--- src/rtl/xcore_if_btb_upd_ctrl.sv ---
// xcore_if_btb_upd_ctrl: BTB write-port arbiter with front-end deferral FIFO and invalidate sweep
module xcore_if_btb_upd_ctrl #(
    parameter int ENTRY_NUM  = 128,
    parameter int FIFO_DEPTH = 4,
    parameter int TAG_W      = 16,
    parameter int TGT_W      = 16,
    parameter int WIDTH      = 32,
    localparam int ILEN      = $clog2(ENTRY_NUM),
    localparam int DW        = TAG_W + TGT_W + 4
) (
    input  logic             i_sys_clk,
    input  logic             i_sys_rst,
    input  logic             i_flush,
    input  logic             i_bpu_btb_update,
    input  logic [WIDTH-1:0] i_bpu_instr_pc,
    input  logic [2:0]       i_bpu_btb_type,
    input  logic [WIDTH-1:0] i_bpu_btb_target,
    input  logic             i_bpu_btb_valid,
    input  logic             i_wb_cmt_req,
    input  logic [WIDTH-1:0] i_wb_instr_pc,
    input  logic [2:0]       i_wb_cmt_type,
    input  logic [WIDTH-1:0] i_wb_cmt_target,
    output logic             o_btb_we,
    output logic [ILEN-1:0]  o_btb_waddr,
    output logic [DW-1:0]    o_btb_wdata,
    output logic             o_busy,
    output logic [7:0]       o_drop_cnt
);
    localparam int PW = $clog2(FIFO_DEPTH);
    localparam int CW = PW + 1;

    typedef enum logic [1:0] {INIT, IDLE, FLUSH} state_e;

    state_e              state_q, state_d;
    logic [ILEN-1:0]     sweep_q, sweep_d;
    logic                we_d;
    logic [ILEN-1:0]     waddr_d;
    logic [DW-1:0]       wdata_d;
    logic                busy_d;
    logic [7:0]          drop_d;
    logic [PW-1:0]       head_q, head_d, tail_q, tail_d;
    logic [CW-1:0]       cnt_q, cnt_d;
    logic [FIFO_DEPTH-1:0] live_q, live_d;
    logic [ILEN-1:0]     fifo_idx_q [FIFO_DEPTH];
    logic [DW-1:0]       fifo_dat_q [FIFO_DEPTH];
    logic                push;
    logic [1:0]          drops;
    logic [8:0]          drop_sum;

    wire [ILEN-1:0] bpu_idx = i_bpu_instr_pc[ILEN+1:2];
    wire [ILEN-1:0] wb_idx  = i_wb_instr_pc[ILEN+1:2];
    wire [DW-1:0]   bpu_dat = {i_bpu_instr_pc[TAG_W-1:0], i_bpu_btb_valid,
                               i_bpu_btb_target[TGT_W-1:0], i_bpu_btb_type};
    wire [DW-1:0]   wb_dat  = {i_wb_instr_pc[TAG_W-1:0], 1'b1,
                               i_wb_cmt_target[TGT_W-1:0], i_wb_cmt_type};
    wire [1:0]      req_cnt = {1'b0, i_bpu_btb_update} + {1'b0, i_wb_cmt_req};
    wire            unused_hi = ^{i_bpu_instr_pc[WIDTH-1:TAG_W], i_wb_instr_pc[WIDTH-1:TAG_W],
                                  i_bpu_btb_target[WIDTH-1:TGT_W], i_wb_cmt_target[WIDTH-1:TGT_W]};

    // Next-state: flush/sweep take priority, otherwise WB > FIFO head > direct BPU write
    always_comb begin
        state_d = state_q;
        sweep_d = sweep_q;
        we_d    = 1'b0;
        waddr_d = '0;
        wdata_d = '0;
        head_d  = head_q;
        tail_d  = tail_q;
        cnt_d   = cnt_q;
        live_d  = live_q;
        push    = 1'b0;
        drops   = '0;
        if (i_flush) begin
            state_d = FLUSH;
            sweep_d = '0;
            head_d  = '0;
            tail_d  = '0;
            cnt_d   = '0;
            live_d  = '0;
            drops   = req_cnt;
        end else if (state_q != IDLE) begin
            we_d    = 1'b1;
            waddr_d = sweep_q;
            sweep_d = sweep_q + 1'b1;
            state_d = (sweep_q == ILEN'(ENTRY_NUM - 1)) ? IDLE : state_q;
            drops   = req_cnt;
        end else if (i_wb_cmt_req) begin
            we_d    = 1'b1;
            waddr_d = wb_idx;
            wdata_d = wb_dat;
            for (int i = 0; i < FIFO_DEPTH; i++)
                if (fifo_idx_q[i] == wb_idx) live_d[i] = 1'b0;
            if (i_bpu_btb_update && bpu_idx != wb_idx) begin
                drops = (cnt_q == CW'(FIFO_DEPTH)) ? 2'd1 : 2'd0;
                push  = (cnt_q != CW'(FIFO_DEPTH));
            end
        end else if (cnt_q != '0) begin
            we_d    = live_q[head_q];
            waddr_d = fifo_idx_q[head_q];
            wdata_d = fifo_dat_q[head_q];
            head_d  = head_q + 1'b1;
            cnt_d   = cnt_q - 1'b1;
            push    = i_bpu_btb_update;
        end else if (i_bpu_btb_update) begin
            we_d    = 1'b1;
            waddr_d = bpu_idx;
            wdata_d = bpu_dat;
        end
        if (push) begin
            live_d[tail_q] = 1'b1;
            tail_d         = tail_q + 1'b1;
            cnt_d          = cnt_d + 1'b1;
        end
    end

    // Busy covers every sweep write cycle and drops only once the FSM has settled in IDLE
    assign busy_d   = (state_q != IDLE) || (state_d != IDLE);
    assign drop_sum = {1'b0, o_drop_cnt} + {7'd0, drops};
    assign drop_d   = drop_sum[8] ? 8'hFF : drop_sum[7:0];

    // Control state and registered outputs
    always_ff @(posedge i_sys_clk or negedge i_sys_rst) begin
        if (!i_sys_rst) begin
            state_q     <= INIT;
            sweep_q     <= '0;
            head_q      <= '0;
            tail_q      <= '0;
            cnt_q       <= '0;
            live_q      <= '0;
            o_btb_we    <= 1'b0;
            o_btb_waddr <= '0;
            o_btb_wdata <= '0;
            o_busy      <= 1'b1;
            o_drop_cnt  <= '0;
        end else begin
            state_q     <= state_d;
            sweep_q     <= sweep_d;
            head_q      <= head_d;
            tail_q      <= tail_d;
            cnt_q       <= cnt_d;
            live_q      <= live_d;
            o_btb_we    <= we_d;
            o_btb_waddr <= waddr_d;
            o_btb_wdata <= wdata_d;
            o_busy      <= busy_d;
            o_drop_cnt  <= drop_d;
        end
    end

    // FIFO payload storage; liveness and pointers guard its use, so no reset needed
    always_ff @(posedge i_sys_clk) begin
        if (push) begin
            fifo_idx_q[tail_q] <= bpu_idx;
            fifo_dat_q[tail_q] <= bpu_dat;
        end
    end
endmodule

--- config.mk ---
export PLATFORM = sky130hd
export DESIGN_NAME = xcore_if_btb_upd_ctrl
export DESIGN_NICKNAME = d
export VERILOG_FILES = /design/src/rtl/xcore_if_btb_upd_ctrl.sv
export SDC_FILE = /design/constraint.sdc
export NUM_CORES = 1
export LEC_CHECK = 0
export ABC_AREA = 1
export CORE_MARGIN = 5
export CORE_UTILIZATION = 52
export DETAILED_ROUTE_END_ITERATION = 8
export PLACE_DENSITY = 0.78
export SLEW_MARGIN = 10
export SYNTH_ARGS = -nofsm -noshare
export SYNTH_HDL_FRONTEND = slang
export SYNTH_SLANG_ARGS = --single-unit
--- constraint.sdc ---
create_clock -name i_sys_clk -period 2.7 [get_ports i_sys_clk]
set_clock_uncertainty 0.1 [all_clocks]
set_input_delay 0.81 -clock i_sys_clk [delete_from_list [all_inputs] [get_ports i_sys_clk]]
set_output_delay 0.81 -clock i_sys_clk [all_outputs]
set_load 0.1 [all_outputs]
After elaboration in Yosys (flattened, before gate mapping)
Memories as Yosys holds them, arrays and structs flattened.
Index checks and enable logic that the tools add are counted.

operators by class
  add/sub/neg operators = 7
  order comparisons = 3
  eq/ne operators = 12
  mux-type cells = 56
  bitwise operators = 1
  reduce and logical (&&, ||, !) cells = 8

operator list
  operator               count
  $mux W36               5
  $mux W7                7
  $eq A7 B7 Y1           4
  $mux W2                11
  $mux W1                21
  $mux W4                4
  $mux W3                5
  $add A8 B2 Y9          1
  $mux W8                1
  $add A7 B1 Y7 const B  1
  $eq A7 B7 Y1 const B   1
  $ne A7 B7 Y1           1
  $lt A2 B3 Y1 const B   2
  $reduce_bool A2 Y1     3
  $add A2 B1 Y2 const B  2
  $ne A2 B1 Y1 const B   2
  $ne A2 B2 Y1 const B   2
  $or A4 B4 Y4           1
  $add A3 B1 Y3 const B  1
  $eq A3 B3 Y1 const B   1
  $ne A3 B3 Y1 const B   1
  $reduce_and A3 Y1      1
  $reduce_bool A3 Y1     1
  $sub A3 B1 Y3 const B  1
  other kinds (6)        7

storage, ports and cells
  flip-flop bits (word level) = 73
  RAM bits = 172
  input port bits = 140
  output and inout bits = 53
  memories kept = 2

memories
  memory      words  width  rd ports  clocked after Yosys merged registers in  write ports  RTL line  text
  fifo_dat_q  4      36     1         0                                        1            45        logic [DW-1:0] fifo_dat_q [FIFO_DEPTH];
  fifo_idx_q  4      7      5         0                                        1            44        logic [ILEN-1:0] fifo_idx_q [FIFO_DEPTH];

Logic depth before layout (Yosys ltp)
Gate-level depths: netlist of run 1.

  depth after elaboration = 8
  mapped depth = 17

Worst setup path after synthesis of run 1
No wires, ideal clock.

  path type = input port to flip-flop
  from = input port i_wb_instr_pc[4]
  to = memory fifo_dat_q[0][0] (netlist name) (enable)
  library setup time = 0.391 ns
  data arrival time = 2.331 ns
  data required time = 2.209 ns
  slack = -0.122 ns
  stages = 12
  buffers on the path = 2
  path through = buf_2 -> inv_1 -> nand2_1 -> nand2_1 -> nand2_1 -> nor2_1 -> nand2_1 -> nand2_1 -> nand2_1 -> buf_6 -> nand4_1 -> inv_1

between the ends
  cells in the longest elaborated chain, start to end = 8

RTL lines
  element                        RTL line  text
  from (decl)                    20        input logic [WIDTH-1:0] i_wb_instr_pc,
  $ne A7 B7 Y1                   93        if (i_bpu_btb_update && bpu_idx != wb_idx) begin
  $logic_and A1 B1 Y1            93
  $mux W1                        93
  $mux W1                        87        end else if (i_wb_cmt_req) begin
  $mux W1                        81        end else if (state_q != IDLE) begin
  $mux W1                        73        if (i_flush) begin
  $mux W1                        152       if (push) begin
  $mux W1 (implied by the code)  154       fifo_dat_q[tail_q] <= bpu_dat;
  to (decl)                      45

Every way passes these cells.

Worst setup path in the final report of run 1
  from = input port i_bpu_instr_pc[8]
  to = register o_drop_cnt[6]

between the ends
  cells in the longest elaborated chain, start to end = 8

RTL lines
  element               RTL line  text
  from (decl)           15        input logic [WIDTH-1:0] i_bpu_instr_pc,
  $ne A7 B7 Y1          93
  $logic_and A1 B1 Y1   93
  $mux W1               93
  $mux W1               87
  $mux W2               81
  $mux W2               73
  $add A8 B2 Y9         118       assign drop_sum = {1'b0, o_drop_cnt} + {7'd0, drops};
  $mux W8               119       assign drop_d = drop_sum[8] ? 8'hFF : drop_sum[7:0];
  net drop_d[6]         40        logic [7:0] drop_d;
  to (signal assigned)  146       o_drop_cnt <= drop_d;
  to (decl)             27        output logic [7:0] o_drop_cnt

The timed path passes the listed nets, and every way through them passes these cells.
A chain may end at the register's enable or synchronous reset.

==> metrics.md, run 1 <==
| Metric | Value |
|---|---|
| Core box area | 17900 µm² |
| R2R Path Start | cnt_q[0]$_DFF_PN0_ |
| Detailed placement HPWL | 14500 µm |
| Detailed Route WL | 23000 µm |
| Root Driver | clkbuf_16 |
| Final number of setup-violating endpoints | 0 |
| Synth Flop Type | edfxtp_1 |
| GR peak layer | met2 |
| Synth top area share | 45.8% |
| Gp weighted congestion | 0.889 |
| Critical Path AT | 2920 ps |
| GR met1 Demand/Resource | 28.0% |
| Clock sink count | 217 |
| Max Slew Vio Count | 0 |
| Worst-skew pair later-pin latency | 510 ps |
| Path type of the worst setup path | in -> reg |
| Met3 usage | 3.58% |
| Number of global-route vias before repair | 7116 |
| IO Pins | 193 |
| Post-DP Area | 11200 µm² |
| Fmax | 379 MHz |
| Clock buffer depth | 3 |
| DR vias | 7084 |
| CTS buffer count | 22 |
| 1st-pass router iterations | 5 |
| Comb pwr share | 13.4% |
| Top cells by count, synth | edfxtp_1, nand2_1, o21ai_0, nor2_1, a21oi_1 |
| Clk network pwr share | 39.7% |
| Non-Filler Instances | 1283 |
| Sw frac | 25.9% |
| Syn Nets | 1035 |
| Top cells by area, synth | edfxtp_1, dfrtp_1, o21ai_0 |
| Area growth from synthesis to layout | 26.9% |
| Max-cap violations | 0 |
| Number of synthesized register bits | 217 |
| Sequential share of power | 46.9% |
| DR iter-0 viols | 534 |
| Starting density of the core | 52.8% |
| Seq/Total Area, Yosys | 65.1% |
| Antenna viol nets, final | 0 |
| Final hold vios | 0 |
| Worst setup path start | i_bpu_instr_pc[8] |
| Count of flip-flops with a built-in enable after synthesis | 144 |
| Met2 usage | 38.2% |
| Async S/R FF share, synth | 33.6% |
| Die width | 145 µm |
| Area leader, netlist | edfxtp_1 |
| Grt ovf | 0 |
| Via density per instance | 5.52 |
| Post-synthesis cell type count | 34 |
| NetSw | 0.00203 W |
| Critical path capture point type | flop |
| Reg clk slew, reported paths | 60 ps |
| DIE AREA | 21000 µm² |
| Slew headroom | 46.5% |
| Lkg Pwr | 4.96 nW |
| Syn Inst Count | 883 |
| # placed instances | 1242 |
| Initial antenna violation count | 0 |
| R2R depth | 10 |
| Internal power component | 0.00580 W |
| Critical path startpoint category | primary input |
| Synthesized area per cell | 10.7 µm² |
| Power Dens Cells | 653 nW/µm² |
| Port buffer count | 128 |
| WP data required | 2980 ps |
| Largest net degree at the start of global routing | 77 |
| Drc violations | 0 |
| Fin area | 12000 µm² |
| H-tree levels | 1 |
| HP Class | in -> async |
| Most common cell in the netlist | edfxtp_1 |
| Mapped cell area | 9450 µm² |
| Share of cells above drive strength 1 | 16.5% |
| Outcome | complete, no violations |
| Cell Chain, Critical Path | clkdlybuf4s50_1 -> xor2_1 -> nor2_1 -> nand2_2 -> nand2_1 -> o21ai_2 -> ha_2 -> fa_2 -> nand2_1 -> nor2_1 -> inv_1 -> buf_4 -> nor3_2 -> a21oi_1 |
| GRT Total Usage | 21.9% |
| Maximum vdd drop | 0.455 mV |
| Final min period | 2640 ps |
| Die Ht | 145 µm |
| CP Max Fanout | 3 |
| Synthesis Warnings | 0 |
| Nets@finish | 1190 |
| ANT cells | 0 |
| Least-Margin Pin Slew | 803 ps |
| Critical path's slowest cell | clkdlybuf4s50_1 |
| Final period util | 97.8% |
| # rows | 49 |
| CP endpoint | o_drop_cnt[6]$_DFF_PN0_ |
| Post-layout util | 66.9% |
| Max stage delay on crit path | 510 ps |
| First-pass GRT wire length | 36100 µm |
| R2r endpoint | fifo_dat_q[1][26]$_DFFE_PP_ |
| CTS tree | done |
| Wire per inst | 17.9 µm |
| Reg2reg setup slack | 450 ps |
| Hold Buf Count CTS | 0 |
-- layer usage --
metal	up-vias	wire (µm)
met2	273	11500
met4	0	589
met5	-	0
li1	3364	-
met3	49	1760
met1	3398	9120
-- registers in the layout, summed over array words and instances, names as in the netlist, 2 cells and up --
register	cells
cnt_q	3
fifo_dat_q	144
head_q	2
live_q	4
o_btb_waddr	7
o_btb_wdata	36
o_drop_cnt	8
state_q	2
sweep_q	7
tail_q	2
-- worst min-delay path by stage --
stage,startpoint,to,slack [ps],depth (start not counted)
after floorplan,state_q[1]$_DFF_PN0_,state_q[1]$_DFF_PN0_,340,2
after global routing,i_sys_rst,o_btb_wdata[14]$_DFF_PN0_,190,1
final,i_sys_rst,o_btb_wdata[14]$_DFF_PN0_,170,1
after global placement,state_q[1]$_DFF_PN0_,state_q[1]$_DFF_PN0_,360,2
after CTS,i_sys_rst,o_btb_wdata[16]$_DFF_PN0_,170,1
after detailed placement,state_q[1]$_DFF_PN0_,state_q[1]$_DFF_PN0_,370,2
-- metrics by stage --
stage	total power, W	TNS [ps]	hold WS, ps	setup slack [ps]
final	0.00783	0	174	59.6
after global routing	0.00810	-114	186	-78.3
after CTS	0.00787	0	169	27.6
after detailed placement	0.00477	-37030	367	-590
after global placement	0.00475	-31990	359	-536
after floorplan	0.00439	0	342	13.0
-- power by group through the flow --
| stage | Clock, W | Sequential (W) | Combinational [W] |
|---|---|---|---|
| CTS | 0.00316 | 0.00367 | 0.00104 |
| finish | 0.00311 | 0.00367 | 0.00105 |
| global route | 0.00331 | 0.00368 | 0.00111 |
| floorplan | 0 | 0.00416 | 0.000235 |
| detailed placement | 0 | 0.00374 | 0.00103 |
| global placement | 0 | 0.00374 | 0.00101 |
-- critical path: cells and delay by family --
family                   cells  cell delay (ps)
buffers and inverters        3              710
AND/OR/NAND/NOR              6              570
adder cells (fa/ha/maj)      2              400
AO/OA/AOI/OAI                2              230
XOR/XNOR                     1              190
-- placed cells by master (no fill, tap or decap), types with 6 or more instances in the layout --
cell type	instances
nor3_1	8
clkinv_2	6
dlymetal6s2s_1	13
o211ai_1	6
nand4_1	12
nand2_1	123
clkinvlp_4	6
a21oi_1	81
buf_12	10
ha_1	10
o22ai_1	28
buf_4	101
dfrtp_1	71
clkbuf_16	22
o21ai_0	113
xor2_1	20
clkdlybuf4s50_1	60
inv_1	50
xnor2_1	8
nand3_1	13
nor2_1	103
edfxtp_1	144
-- cell families after synthesis --
family | after synthesis | share of synthesized area [%]
AND/OR/NAND/NOR | 274 | 11.9
AO/OA/AOI/OAI | 238 | 13.2
buffers and inverters | 113 | 5.36
XOR/XNOR | 29 | 2.69
flip-flops | 217 | 65.1
adder cells (fa/ha/maj) | 12 | 1.67
-- layout make-up --
| type | count | area (µm²) |
|---|---|---|
| Clock buffer | 28 | 603 |
| Fill cell | 1358 | 5920 |
| Tap cell | 229 | 287 |
| Inverter | 59 | 236 |
| Timing Repair Buffer | 185 | 1730 |
| Sequential cell | 217 | 6150 |
| Clock inverter | 12 | 151 |
| Multi-Input combinational cell | 553 | 2830 |
-- timing repair --
item / CTS / global route
gates cloned: 0 / 0
setup buffers: 0 / 1
resized for setup: 3 / 19
pin swaps: 1 / 5
endpoints found under the setup margin: 7 / 8
No activity file was read; power rests on OpenSTA's default activity.
==> inputs of run 2 (changes only) <==
--- a/config.mk
+++ b/config.mk
@@ -8,6 +8,7 @@
 export ABC_AREA = 1
 export CORE_MARGIN = 5
 export CORE_UTILIZATION = 52
+export CTS_BUF_LIST = sky130_fd_sc_hd__clkbuf_8 sky130_fd_sc_hd__clkbuf_16
 export DETAILED_ROUTE_END_ITERATION = 8
 export PLACE_DENSITY = 0.78
 export SLEW_MARGIN = 10
==> run 2 against run 1 <==
Against the previous run:
- via count unchanged
- clock-buffer cell count down 3
- largest cell class unchanged
- die area unchanged
- utilization unchanged
- highest routed layer unchanged
- first-iteration DRC count up 0.94%
==> metrics.md, run 2 (synthesized netlist as in run 1, its figures left out) <==
| Metric | Value |
|---|---|
| DR iter-0 viols | 539 (+0.94%) |
| Number of global-route vias before repair | 7116 (unchanged) |
| # rows | 49 (unchanged) |
| Largest net degree at the start of global routing | 77 (unchanged) |
| Path type of the worst setup path | in -> reg |
| ANT cells | 0 (unchanged) |
| Gp weighted congestion | 0.889 (unchanged) |
| DIE AREA | 21000 µm² (unchanged) |
| Comb pwr share | 13.4% (about the same) |
| Detailed placement HPWL | 14500 µm (unchanged) |
| CTS buffer count | 22 (unchanged) |
| Critical path capture point type | flop |
| Nets@finish | 1190 (unchanged) |
| Worst-skew pair later-pin latency | 510 ps (about the same) |
| H-tree levels | 1 (unchanged) |
| Slew headroom | 46.4% (about the same) |
| Highest-count cells in the layout ignoring fill and taps | edfxtp_1, nand2_1, o21ai_0 |
| Final period util | 97.8% (about the same) |
| NetSw | 0.00203 W (-0.15%) |
| Clock buffer depth | 3 (unchanged) |
| Antenna viol nets, final | 0 (unchanged) |
| Grt ovf | 0 (unchanged) |
| Final Total Pwr | 0.00782 W (-0.18%) |
| Power Dens Cells | 652 nW/µm² (-0.18%) |
| Lkg Pwr | 4.97 nW (+0.25%) |
| Die width | 145 µm (unchanged) |
| Sequential share of power | 47.0% (about the same) |
| Final hold vios | 0 (unchanged) |
| Critical Path AT | 2920 ps (about the same) |
| Setup TNS | 0 ps (unchanged) |
| Detailed Route WL | 23000 µm (+0.19%) |
| Sw frac | 25.9% (about the same) |
| GRT Total Usage | 21.9% (unchanged) |
| Root Driver | clkbuf_16 |
| DR vias | 7084 (unchanged) |
| Largest register FFs | 144 (unchanged) |
| Starting density of the core | 52.8% (unchanged) |
| Initial antenna violation count | 0 (unchanged) |
| R2R depth | 10 (unchanged) |
| Via density per instance | 5.52 (unchanged) |
| First-pass GRT wire length | 36100 µm (unchanged) |
| CTS tree | done |
| Port buffer count | 128 (unchanged) |
| Top Registers | fifo_dat_q x144, o_btb_wdata x36, o_drop_cnt x8 |
| Final min period | 2640 ps (+0.633 ps) |
| 1st-pass router iterations | 7 (+2) |
| Final number of setup-violating endpoints | 0 (unchanged) |
| Clock sink count | 217 (unchanged) |
| CP Max Fanout | 3 (unchanged) |
| Die Ht | 145 µm (unchanged) |
| Max Slew Vio Count | 0 (unchanged) |
| Fmax | 379 MHz (about the same) |
| Commonest non-fill, non-tap cell in the layout | edfxtp_1 |
| Critical path startpoint category | primary input |
| Least-Margin Pin Slew | 804 ps (+0.522 ps) |
| Internal power component | 0.00579 W (-0.20%) |
| IO Pins | 193 (unchanged) |
| Reg clk slew, reported paths | 60 ps (about the same) |
| Maximum vdd drop | 0.454 mV (-0.28%) |
| Clk network pwr share | 39.6% (about the same) |
| Wire per inst | 17.9 µm (+0.19%) |
| FILL cells | 1358 (unchanged) |
| Max-cap violations | 0 (unchanged) |
| HP Class | in -> async |
| Area growth from synthesis to layout | 26.9% (unchanged) |
| Core box area | 17900 µm² (unchanged) |
| Share of cells above drive strength 1 | 16.5% (unchanged) |
| Largest Register | fifo_dat_q |
| Outcome | complete, no violations |
| WP data required | 2980 ps (about the same) |
| Drc violations | 0 (unchanged) |
[run 2: cell count changes in the layout (fill, tap and decap cells not counted), sizes merged]
cell | previous run | this run
clkbuf | 28 | 25
inv | 54 | 57
[run 2: worst paths after layout]
kind | start | to | slack [ps]
max in group asynchronous | i_sys_rst | o_btb_wdata[23]$_DFF_PN0_ | 1670
worst min register to register | state_q[1]$_DFF_PN0_ | state_q[1]$_DFF_PN0_ | 370
min in group i_sys_clk | state_q[1]$_DFF_PN0_ | state_q[1]$_DFF_PN0_ | 370
worst min-delay path | i_sys_rst | o_btb_wdata[14]$_DFF_PN0_ | 170
worst max register to register | cnt_q[0]$_DFF_PN0_ | fifo_dat_q[1][26]$_DFFE_PP_ | 450
worst max-delay path | i_bpu_instr_pc[8] | o_drop_cnt[6]$_DFF_PN0_ | 60
[run 2: area by class of cell]
cell class,count,area (µm²),area share [%]
inverter,59,236,1.97
tap,229,287,2.39
clock inverter,15,163,1.36
clock buffer,25,592,4.94
timing repair buffer,185,1730,14.4
multi-input combinational,553,2830,23.6
sequential,217,6150,51.3
[run 2: routing by layer]
metal | GRT usage [%] | wire length (µm)
met5 | 0 | 0
met1 | 28.0 | 9190
met4 | 7.36 | 596
met3 | 3.58 | 1710
met2 | 38.2 | 11500
[run 2: what timing repair did]
action                                  in CTS  in global routing
buffers inserted                             0                  1
hold buffers                                 0                  0
endpoints found under the hold margin        0                  0
pin swaps                                    1                  5
endpoints found under the setup margin       7                  8
resized for setup                            3                 19
[run 2: metrics by stage]
| step | util, % | cells | hold slack (ps) | cell area (µm²) | worst slack, ps |
|---|---|---|---|---|---|
| 3_3_place_gp | 62.3 | 1242 | 359 | 11200 | -536 |
| 2_1_floorplan | - | 883 | 342 | 9470 | 13.0 |
| 4_1_cts | 66.6 | 1282 | 169 | 11900 | 27.6 |
| 5_1_grt | 66.9 | 1283 | 186 | 12000 | -78.3 |
| 3_5_place_dp | 62.3 | 1242 | 367 | 11200 | -590 |
| 6_report | 66.9 | 1283 | 174 | 12000 | 59.0 |
[run 2: worst max-delay path: stages]
cell	delay, ps
clkdlybuf4s50_1	510
xor2_1	190
nor2_1	80
nand2_2	120
nand2_1	80
o21ai_2	140
ha_2	200
fa_2	200
nand2_1	70
nor2_1	110
inv_1	60
buf_4	140
nor3_2	110
a21oi_1	90
[run 2: power groups by stage]
stage	sequential (W)	combinational, W	clock (W)
after floorplan	0.00416	0.000235	0
after global placement	0.00374	0.00101	0
after detailed placement	0.00374	0.00103	0
after CTS	0.00367	0.00104	0.00315
after global routing	0.00368	0.00111	0.00330
final	0.00367	0.00105	0.00309
==> inputs of run 3 (changes only) <==
--- a/config.mk
+++ b/config.mk
@@ -7,10 +7,10 @@
 export LEC_CHECK = 0
 export ABC_AREA = 1
 export CORE_MARGIN = 5
-export CORE_UTILIZATION = 52
+export CORE_UTILIZATION = 55
 export CTS_BUF_LIST = sky130_fd_sc_hd__clkbuf_8 sky130_fd_sc_hd__clkbuf_16
 export DETAILED_ROUTE_END_ITERATION = 8
-export PLACE_DENSITY = 0.78
+export PLACE_DENSITY = 0.82
 export SLEW_MARGIN = 10
 export SYNTH_ARGS = -nofsm -noshare
 export SYNTH_HDL_FRONTEND = slang
==> constraint.sdc (replaced) <==
create_clock -name i_sys_clk -period 3.09 [get_ports i_sys_clk]
set_clock_uncertainty 0.1 [all_clocks]
set_input_delay 0.927 -clock i_sys_clk [delete_from_list [all_inputs] [get_ports i_sys_clk]]
set_output_delay 0.927 -clock i_sys_clk [all_outputs]
set_load 0.1 [all_outputs]
==> run 3 against run 2 <==
Against the previous run:
- wire length is 2.0% lower
- clock power down 17%
- power down 15%
- utilization grew 2.1 points
- worst hold slack improved by 93 ps
- highest routed layer unchanged
==> metrics.md, run 3 (synthesized netlist as in run 1, its figures left out) <==
| Metric | Value |
|---|---|
| Outcome | complete, no violations |
| GRT Total Usage | 22.5% (+0.59 points) |
| Lkg Pwr | 4.83 nW (-2.9%) |
| First-pass GRT wire length | 35500 µm (-1.6%) |
| Final min period | 2920 ps |
| Core box area | 17100 µm² (-4.7%) |
| Post-DP Area | 11100 µm² (-0.81%) |
| Clock sink count | 217 (unchanged) |
| Port buffer count | 128 (unchanged) |
| # rows | 48 (-2.0%) |
| HP Class | in -> async |
| Max stage delay on crit path | 450 ps (-60 ps) |
| Unrepaired setup endpoints after global routing | no |
| ANT cells | 0 (unchanged) |
| Wire per inst | 17.7 µm (-1.3%) |
| Maximum vdd drop | 0.481 mV (+5.9%) |
| Max-cap violations | 0 (unchanged) |
| H-tree levels | 1 (unchanged) |
| Final number of setup-violating endpoints | 0 (unchanged) |
| Area growth from synthesis to layout | 24.6% |
| Hold slack | 268 ps (+93.5 ps) |
| Met3 usage | 4.27% (+0.69 points) |
| Worst-skew pair later-pin latency | 500 ps (about the same) |
| Clk network pwr share | 38.3% (-1.3 points) |
| Setup TNS | 0 ps (unchanged) |
| Detailed Route WL | 22500 µm (-2.0%) |
| # placed instances | 1233 (-0.72%) |
| Critical Path AT | 3190 ps (+270 ps) |
| Post-CTS setup buffer count | 0 (unchanged) |
| Die Ht | 141 µm (-2.6%) |
| Critical path's slowest cell | clkdlybuf4s50_1 |
| Fmax | 343 MHz |
| Antenna viol nets, final | 0 (unchanged) |
| Sw frac | 25.8% (-0.14 points) |
| CTS resizes | 0 (-3) |
| Least-Margin Pin Slew | 774 ps (-29.3 ps) |
| Power Dens Cells | 565 nW/µm² (-13%) |
| CP delay by family, top | simple AND/OR/NAND/NOR gates |
| DR iter-0 viols | 645 (+20%) |
| Grt ovf | 0 (unchanged) |
| WP data required | 3360 ps (+380 ps) |
| Clock buffer depth | 3 (unchanged) |
| Via density per instance | 5.55 (+0.56%) |
| Die width | 141 µm (-2.6%) |
| Path type of the worst setup path | in -> reg |
| Top Registers | fifo_dat_q x144, o_btb_wdata x36, o_drop_cnt x8 |
| CTS tree | done |
| Detailed placement HPWL | 14300 µm (-1.4%) |
| Final hold vios | 0 (unchanged) |
| WP buf/inv | 2 (-1) |
| FILL cells | 1206 (-11%) |
| IO Pins | 193 (unchanged) |
| Commonest non-fill, non-tap cell in the layout | edfxtp_1 |
| Max Slew Vio Count | 0 (unchanged) |
| NetSw | 0.00172 W (-15%) |
| Drc violations | 0 (unchanged) |
| Internal power component | 0.00493 W (-15%) |
| Largest register FFs | 144 (unchanged) |
| Critical path startpoint category | primary input |
| Largest Register | fifo_dat_q |
| DR vias | 7068 (-0.23%) |
| Comb pwr share | 13.4% (about the same) |
| Post-placement setup slack | -367 ps (+222 ps) |
| Sequential share of power | 48.3% (+1.3 points) |
| Hold Buf Count CTS | 0 (unchanged) |
| Most used cell, CP | nand2_1 |
| 1st-pass router iterations | 5 (-2) |
| GR met1 Demand/Resource | 28.5% (+0.52 points) |
| Nets@finish | 1184 (-0.50%) |
| CP Max Fanout | 5 (+2) |
| Slew headroom | 48.4% (+2.0 points) |
| Critical path capture point type | flop |
| Non-Filler Instances | 1273 (-0.78%) |
| Share of cells above drive strength 1 | 14.5% (-2.0 points) |
| Met2 usage | 38.8% (+0.60 points) |
| Initial antenna violation count | 0 (unchanged) |
| Gp weighted congestion | 0.866 (-2.6%) |
| Setup ws final | 172 ps (+113 ps) |
| DIE AREA | 19900 µm² (-5.1%) |
| Root Driver | clkbuf_16 |
| Fin area | 11800 µm² (-1.8%) |
| Number of global-route vias before repair | 6976 (-2.0%) |
| Final period util | 94.4% |
| Highest-count cells in the layout ignoring fill and taps | edfxtp_1, nand2_1, o21ai_0 |
| GR peak layer | met2 |
| Starting density of the core | 55.4% (+2.6 points) |
| Reg clk slew, reported paths | 60 ps (about the same) |
| Largest net degree at the start of global routing | 77 (unchanged) |
| Cell Chain, Critical Path | clkdlybuf4s50_1 -> xnor2_1 -> nand2_1 -> nor2_1 -> nand2_1 -> nand2_1 -> o21ai_0 -> ha_1 -> fa_1 -> nand2_1 -> nor2_1 -> inv_1 -> nor2_1 -> nand2_1 -> o21ai_0 |
| CTS buffer count | 22 (unchanged) |
run 3: layout make-up:
| cell class | instances | area [µm²] | share of cell area, % |
|---|---|---|---|
| flip-flops and latches | 217 | 6150 | 52.3 |
| multi-input cells | 553 | 2790 | 23.7 |
| repair buffers | 179 | 1620 | 13.8 |
| clock buffers | 23 | 576 | 4.89 |
| well taps | 225 | 282 | 2.39 |
| inverters | 59 | 221 | 1.88 |
| clock inverters | 17 | 125 | 1.06 |
run 3: routing by layer:
metal / vias up / wire [µm] / share of wire, %
li1: 3359 / - / -
met1: 3320 / 8670 / 39
met2: 330 / 11200 / 50
met3: 59 / 2100 / 9.3
met4: 0 / 586 / 2.6
met5: - / 0 / 0
run 3: final timing paths:
path / cells after the start / startpoint / slack (ps) / to
max in group asynchronous: 2 / i_sys_rst / 1940 / o_btb_wdata[15]$_DFF_PN0_
worst max-delay path: 15 / i_wb_instr_pc[7] / 170 / o_drop_cnt[2]$_DFF_PN0_
worst min-delay path: 1 / i_sys_rst / 270 / o_btb_wdata[25]$_DFF_PN0_
worst max register to register: 14 / cnt_q[0]$_DFF_PN0_ / 760 / cnt_q[2]$_DFF_PN0_
worst min register to register: 2 / state_q[1]$_DFF_PN0_ / 390 / state_q[1]$_DFF_PN0_
min in group i_sys_clk: 2 / state_q[1]$_DFF_PN0_ / 390 / state_q[1]$_DFF_PN0_
run 3: power by group through the flow:
stage / logic, W / clock network [W] / registers (W)
floorplan: 0.000204 / 0 / 0.00363
global placement: 0.000882 / 0 / 0.00326
detailed placement: 0.000892 / 0 / 0.00327
CTS: 0.000895 / 0.00257 / 0.00321
global route: 0.000948 / 0.00271 / 0.00321
finish: 0.000892 / 0.00255 / 0.00321
run 3: stage by stage:
stage	total power (W)	utilization (%)
floorplan	0.00384	-
global placement	0.00415	64.9
detailed placement	0.00416	64.9
CTS	0.00668	69.0
global route	0.00687	69.0
finish	0.00665	69.0
